--- src/rtl/lsu_pkg.sv ---
// Shared definitions for the data-memory load/store unit.
//   LSU_MEM_ADDR_W : default byte-address width of the data memory.
//   lsu_size_e     : access-size encoding used on req_size.
//   lsu_state_e    : FSM state encoding of data_mem_lsu.
//   size_to_mask   : byte-write-enable pattern for a given access size.
package lsu_pkg;

  localparam int LSU_MEM_ADDR_W = 12;

  typedef enum logic [1:0] {
    SIZE_BYTE    = 2'b00,
    SIZE_HALF    = 2'b01,
    SIZE_WORD    = 2'b10,
    SIZE_ILLEGAL = 2'b11
  } lsu_size_e;

  typedef enum logic [1:0] {
    ST_IDLE   = 2'd0,
    ST_ACCESS = 2'd1,
    ST_WAIT   = 2'd2,
    ST_RESP   = 2'd3
  } lsu_state_e;

  // Lanes are always low-justified: the memory rotates lanes for
  // misaligned addresses, so the unit never shifts the mask itself.
  function automatic logic [3:0] size_to_mask(input logic [1:0] size);
    logic [3:0] mask;
    case (size)
      SIZE_BYTE: mask = 4'b0001;
      SIZE_HALF: mask = 4'b0011;
      SIZE_WORD: mask = 4'b1111;
      default:   mask = 4'b0000;
    endcase
    return mask;
  endfunction

endpackage

--- src/rtl/lsu_load_extend.sv ---
// Load data extraction for the LSU (purely combinational).
//   size        : access size (byte / half / word)
//   is_unsigned : 1 = zero-extend, 0 = sign-extend
//   raw_data    : memory read word, byte 0 = byte at the access address
//   ext_data    : extended 32-bit load result
module lsu_load_extend
  import lsu_pkg::*;
(
  input  logic [1:0]  size,
  input  logic        is_unsigned,
  input  logic [31:0] raw_data,
  output logic [31:0] ext_data
);

  logic sign_b;
  logic sign_h;

  assign sign_b = ~is_unsigned & raw_data[7];
  assign sign_h = ~is_unsigned & raw_data[15];

  always_comb begin
    ext_data = raw_data;
    case (size)
      SIZE_BYTE: ext_data = {{24{sign_b}}, raw_data[7:0]};
      SIZE_HALF: ext_data = {{16{sign_h}}, raw_data[15:0]};
      default:   ext_data = raw_data;
    endcase
  end

endmodule

--- src/rtl/data_mem_lsu.sv ---
// Load/store unit between the pipeline and a single-port data memory.
//   Clk, Resetn         : clock, synchronous active-low reset
//   req_*               : request handshake (valid/ready) and fields
//   rsp_*               : response handshake, load data and error flag
//   mem_addr/wdata/wr   : memory address, store data, byte-write enables
//   mem_rdata           : memory read data, one cycle after mem_addr
//   debug_hold          : memory borrowed by the debug/init path
module data_mem_lsu
  import lsu_pkg::*;
#(
  parameter int MEM_ADDR_W = LSU_MEM_ADDR_W
) (
  input  logic                  Clk,
  input  logic                  Resetn,
  input  logic                  req_valid,
  output logic                  req_ready,
  input  logic                  req_we,
  input  logic [1:0]            req_size,
  input  logic                  req_unsigned,
  input  logic [31:0]           req_addr,
  input  logic [31:0]           req_wdata,
  output logic                  rsp_valid,
  input  logic                  rsp_ready,
  output logic [31:0]           rsp_rdata,
  output logic                  rsp_err,
  output logic [MEM_ADDR_W-1:0] mem_addr,
  output logic [31:0]           mem_wdata,
  output logic [3:0]            mem_wr,
  input  logic [31:0]           mem_rdata,
  input  logic                  debug_hold
);

  lsu_state_e            state_reg, state_next;
  logic [MEM_ADDR_W-1:0] addr_reg;
  logic [31:0]           wdata_reg;
  logic [31:0]           rdata_reg;
  logic [1:0]            size_reg;
  logic                  we_reg;
  logic                  unsigned_reg;
  logic                  err_reg;
  logic [31:0]           ext_data;
  logic                  req_illegal;
  logic                  accept;

  assign req_illegal = (req_size == SIZE_ILLEGAL) || (|req_addr[31:MEM_ADDR_W]);
  assign req_ready   = (state_reg == ST_IDLE) && !debug_hold && Resetn;
  assign accept      = req_valid && req_ready;

  always_comb begin
    state_next = state_reg;
    case (state_reg)
      ST_IDLE:   if (accept) state_next = req_illegal ? ST_RESP : ST_ACCESS;
      ST_ACCESS: if (!debug_hold) state_next = we_reg ? ST_RESP : ST_WAIT;
      // A hold during WAIT discards the read in flight; the access is
      // replayed from ACCESS once the memory is handed back.
      ST_WAIT:   state_next = debug_hold ? ST_ACCESS : ST_RESP;
      ST_RESP:   if (rsp_ready) state_next = ST_IDLE;
      default:   state_next = ST_IDLE;
    endcase
  end

  always_ff @(posedge Clk) begin
    if (!Resetn) begin
      state_reg    <= ST_IDLE;
      addr_reg     <= '0;
      wdata_reg    <= '0;
      rdata_reg    <= '0;
      size_reg     <= '0;
      we_reg       <= 1'b0;
      unsigned_reg <= 1'b0;
      err_reg      <= 1'b0;
    end else begin
      state_reg <= state_next;
      if (accept) begin
        addr_reg     <= req_addr[MEM_ADDR_W-1:0];
        wdata_reg    <= req_wdata;
        size_reg     <= req_size;
        we_reg       <= req_we;
        unsigned_reg <= req_unsigned;
        err_reg      <= req_illegal;
        rdata_reg    <= '0;
      end
      if (state_reg == ST_WAIT && !debug_hold) begin
        rdata_reg <= ext_data;
      end
    end
  end

  lsu_load_extend u_load_extend (
    .size        (size_reg),
    .is_unsigned (unsigned_reg),
    .raw_data    (mem_rdata),
    .ext_data    (ext_data)
  );

  assign mem_addr  = addr_reg;
  assign mem_wdata = wdata_reg;
  // Write enables are gated by debug_hold combinationally so a hold
  // raised in the ACCESS cycle itself already blocks the write.
  assign mem_wr    = (state_reg == ST_ACCESS && we_reg && !debug_hold)
                     ? size_to_mask(size_reg) : 4'b0000;

  assign rsp_valid = (state_reg == ST_RESP);
  assign rsp_err   = rsp_valid & err_reg;
  assign rsp_rdata = rsp_valid ? rdata_reg : 32'h0;

endmodule

--- config.mk ---
export PLATFORM = sky130hd
export DESIGN_NAME = data_mem_lsu
export DESIGN_NICKNAME = d
export VERILOG_FILES = /design/src/rtl/lsu_pkg.sv /design/src/rtl/lsu_load_extend.sv /design/src/rtl/data_mem_lsu.sv
export SDC_FILE = /design/constraint.sdc
export NUM_CORES = 1
export LEC_CHECK = 0
export CAP_MARGIN = 20
export CORE_MARGIN = 2
export CORE_UTILIZATION = 40
export CTS_CLUSTER_SIZE = 10
export DETAILED_ROUTE_END_ITERATION = 16
export GPL_ROUTABILITY_DRIVEN = 0
export PLACE_DENSITY = 0.81
export SYNTH_ARGS = -nofsm -noshare
export SYNTH_HDL_FRONTEND = slang
export SYNTH_SLANG_ARGS = --single-unit
--- constraint.sdc ---
create_clock -name Clk -period 3.3 [get_ports Clk]
set_input_delay 0.33 -clock Clk [delete_from_list [all_inputs] [get_ports Clk]]
set_output_delay 0.33 -clock Clk [all_outputs]
set_load 0.01 [all_outputs]
==> key figures <==
Outcome
  • Outcome: completed

Worst setup path
  • Required @ worst endpoint: 2970 ps
  • Reg2Reg Depth: 5
  • Critical path class: reg2out
  • Data arrival, critical path: roughly 2200 ps
  • Max FO, Critical Path: 14
  • Worst Setup Start Kind: register
  • Reg-to-reg slack, setup: about 1200 ps
  • CP Capture Type: primary output

Route
  • DR WL/cell: 14.6 um
  • Drt first-iter violations: about 130
  • Via/cell ratio: around 5
  • DRC: 0
  • Via count: 3,710
  • ANT nets after route: 0
  • 1st-pass router iterations: 4
  • Routed WL: 10,500 um

Logic synthesis
  • Yosys top cell by area: dfxtp_1
  • Post-synthesis net count: 556
  • Syn Std Cell Area: around 3600 sq um
  • Dominant cells by area after synthesis: dfxtp_1, nand2_1, a21oi_1
  • Synth warnings: 0
  • Yosys reg bits: slightly above 80
  • Cell with the most instances after synthesis: nand2_1
  • Post-synth top flop: dfxtp_1
  • FFs w/ async S/R, synth: 0
  • Synth Instances: 447
  • Mapped Avg Cell Area: 7.95 sq um
  • Seq/Total Area, Yosys: 0.467
  • Post-synth EDFFs: 0
  • Synth top area share: 0.467
  • Synth unique cells: 32
  • Synth top cells by count: nand2_1, dfxtp_1, a21oi_1, and3_1, nand3_1

Flow run
  • Number of max-cap violations: 0

Floorplanning
  • Ports: approximately 190
  • Row Count: 34
  • Die Width: 98.3 um
  • Initial Util: 0.410
  • Core Box Area: 8680 sq um
  • Vert. Die Dim: slightly below 100 um
  • Die area: 9660 sq um

Placement
  • Number of port buffers: 187
  • Dpl hpwl: 7680 um
  • Setup WS pre-CTS: 674 ps

Global route
  • Initial antenna violation count: 0
  • Largest net degree at the start of global routing: 41
  • Vias in the first global route: approximately 3,700
  • Global-route wire length before repair: 16,900 um
  • GRT Total Usage: 0.213
  • GRT overflow: 0

Timing
  • Endpoints failing setup: 0
  • Setup slack after layout: 732 ps
  • FMAX: 0.389 GHz
  • Hold Fails Final Rpt: 0
  • RSZ-0062 raised after global routing: false
  • Least-Margin Pin Slew: 668 ps
  • Fin Setup TNS: 0 ps
  • Clock Skew: 9.02 ps
  • Max-slew violations: 0
  • Rel. slew slack: 0.554
  • Hold slack: between 400 and 500 ps
  • Final Cycle Share: 0.778
  • Fin crit period: ~2600 ps

Final layout
  • Seq. cell area: 1660 sq um
  • Share of cells above drive strength 1: 0.0487
  • P&R area growth vs syn: 57.9%
  • Layout Nets: 721
  • Area of the multi-input gates: 1680 sq um
  • Antenna cells: 0
  • Filler cells: 752

Clock tree
  • CTS tree: done
  • Post-CTS resize count: 0
  • Clock Tree Root: clkbuf_8
  • H-tree depth: 3
  • TritonCTS Buffers: 9
  • Clock Sinks: 83
  • Setup repair bufs after CTS: 0
  • Cts-stage hold buffer count: 0
  • Clock Latency Late Sink: 330 ps
  • CTS max path bufs: 2
  • Clk slew on worst S/H paths: approximately 80 ps

Hold path
  • WHS Path Cells: 2
  • HP Class: reg2reg

Power and ir drop
  • Static Leakage: around 2.1 nW
  • Pwr/cell area: 371 nW/um^2
  • Peak supply drop: 0.201 mV
==> layout by cell type, fill, tap and decap left out, types with 7 or more instances in the layout <==
master	n
dfxtp_1	83
nand3_1	23
clkdlybuf4s50_1	187
a21oi_1	81
and3_1	40
nand2_1	108
buf_4	7
o21a_1	8
o21bai_1	16
clkbuf_8	10
nor2_1	11
==> final cells by class <==
class                   instances  share of cell area
repair buffers                195               0.348
well taps                     108              0.0241
flip-flops and latches         83               0.296
clock inverters                 5             0.00535
clock buffers                  10              0.0245
inverters                       3             0.00201
multi-input cells             320               0.300
==> path summary, 6_finish.rpt <==
| check | from | endpoint |
|---|---|---|
| worst min register to register | mem_wdata[15]$_SDFFE_PN0P_ | mem_wdata[15]$_SDFFE_PN0P_ |
| worst min-delay path | mem_wdata[15]$_SDFFE_PN0P_ | mem_wdata[15]$_SDFFE_PN0P_ |
| worst max-delay path | state_reg[0]$_SDFFE_PN0P_ | mem_wr[2] |
| worst max register to register | state_reg[1]$_SDFFE_PN0P_ | rdata_reg[26]$_SDFFE_PN0P_ |
==> power by group <==
group / internal (mW) / total (mW) / switching, mW / leakage [nW]
logic: 0.208 / 0.376 / 0.168 / 1.33
clock network: 0.286 / 0.628 / 0.343 / 0.0839
registers: 1.04 / 1.08 / 0.0324 / 0.673
==> metrics by stage <==
stage	power (mW)	utilization	cells	area, sq um
2_1_floorplan	1.26	-	447	3550
3_3_place_gp	1.46	0.624	708	5420
3_5_place_dp	1.47	0.624	708	5420
6_report	2.08	0.647	724	5610
5_1_grt	2.19	0.647	724	5610
4_1_cts	2.10	0.643	723	5580
==> kinds of logic after synthesis <==
kind of cell               Yosys count  share of synthesized area
AOI/OAI and AO/OA                  112                      0.183
adders and majority gates            4                     0.0141
muxes                                1                    0.00282
DFF                                 83                      0.467
and+or+nand+nor                    203                      0.273
buffers and inverters               44                     0.0598
==> worst max-delay path, stage by stage, from the launching register on <==
cell	delay [ps]
dfxtp_1	640
nand2b_1	180
nor3b_1	330
and2_1	200
clkdlybuf4s50_1	570
==> per-layer routing <==
layer / global-route usage / share of wire / vias up
met4: 0.0664 / 0.012 / 0
met1: 0.250 / 0.40 / 1716
li1: - / - / 1836
met3: 0.0637 / 0.082 / 10
met2: 0.372 / 0.51 / 148
met5: 0 / 0 / -
No activity file was read; power rests on OpenSTA's default activity.
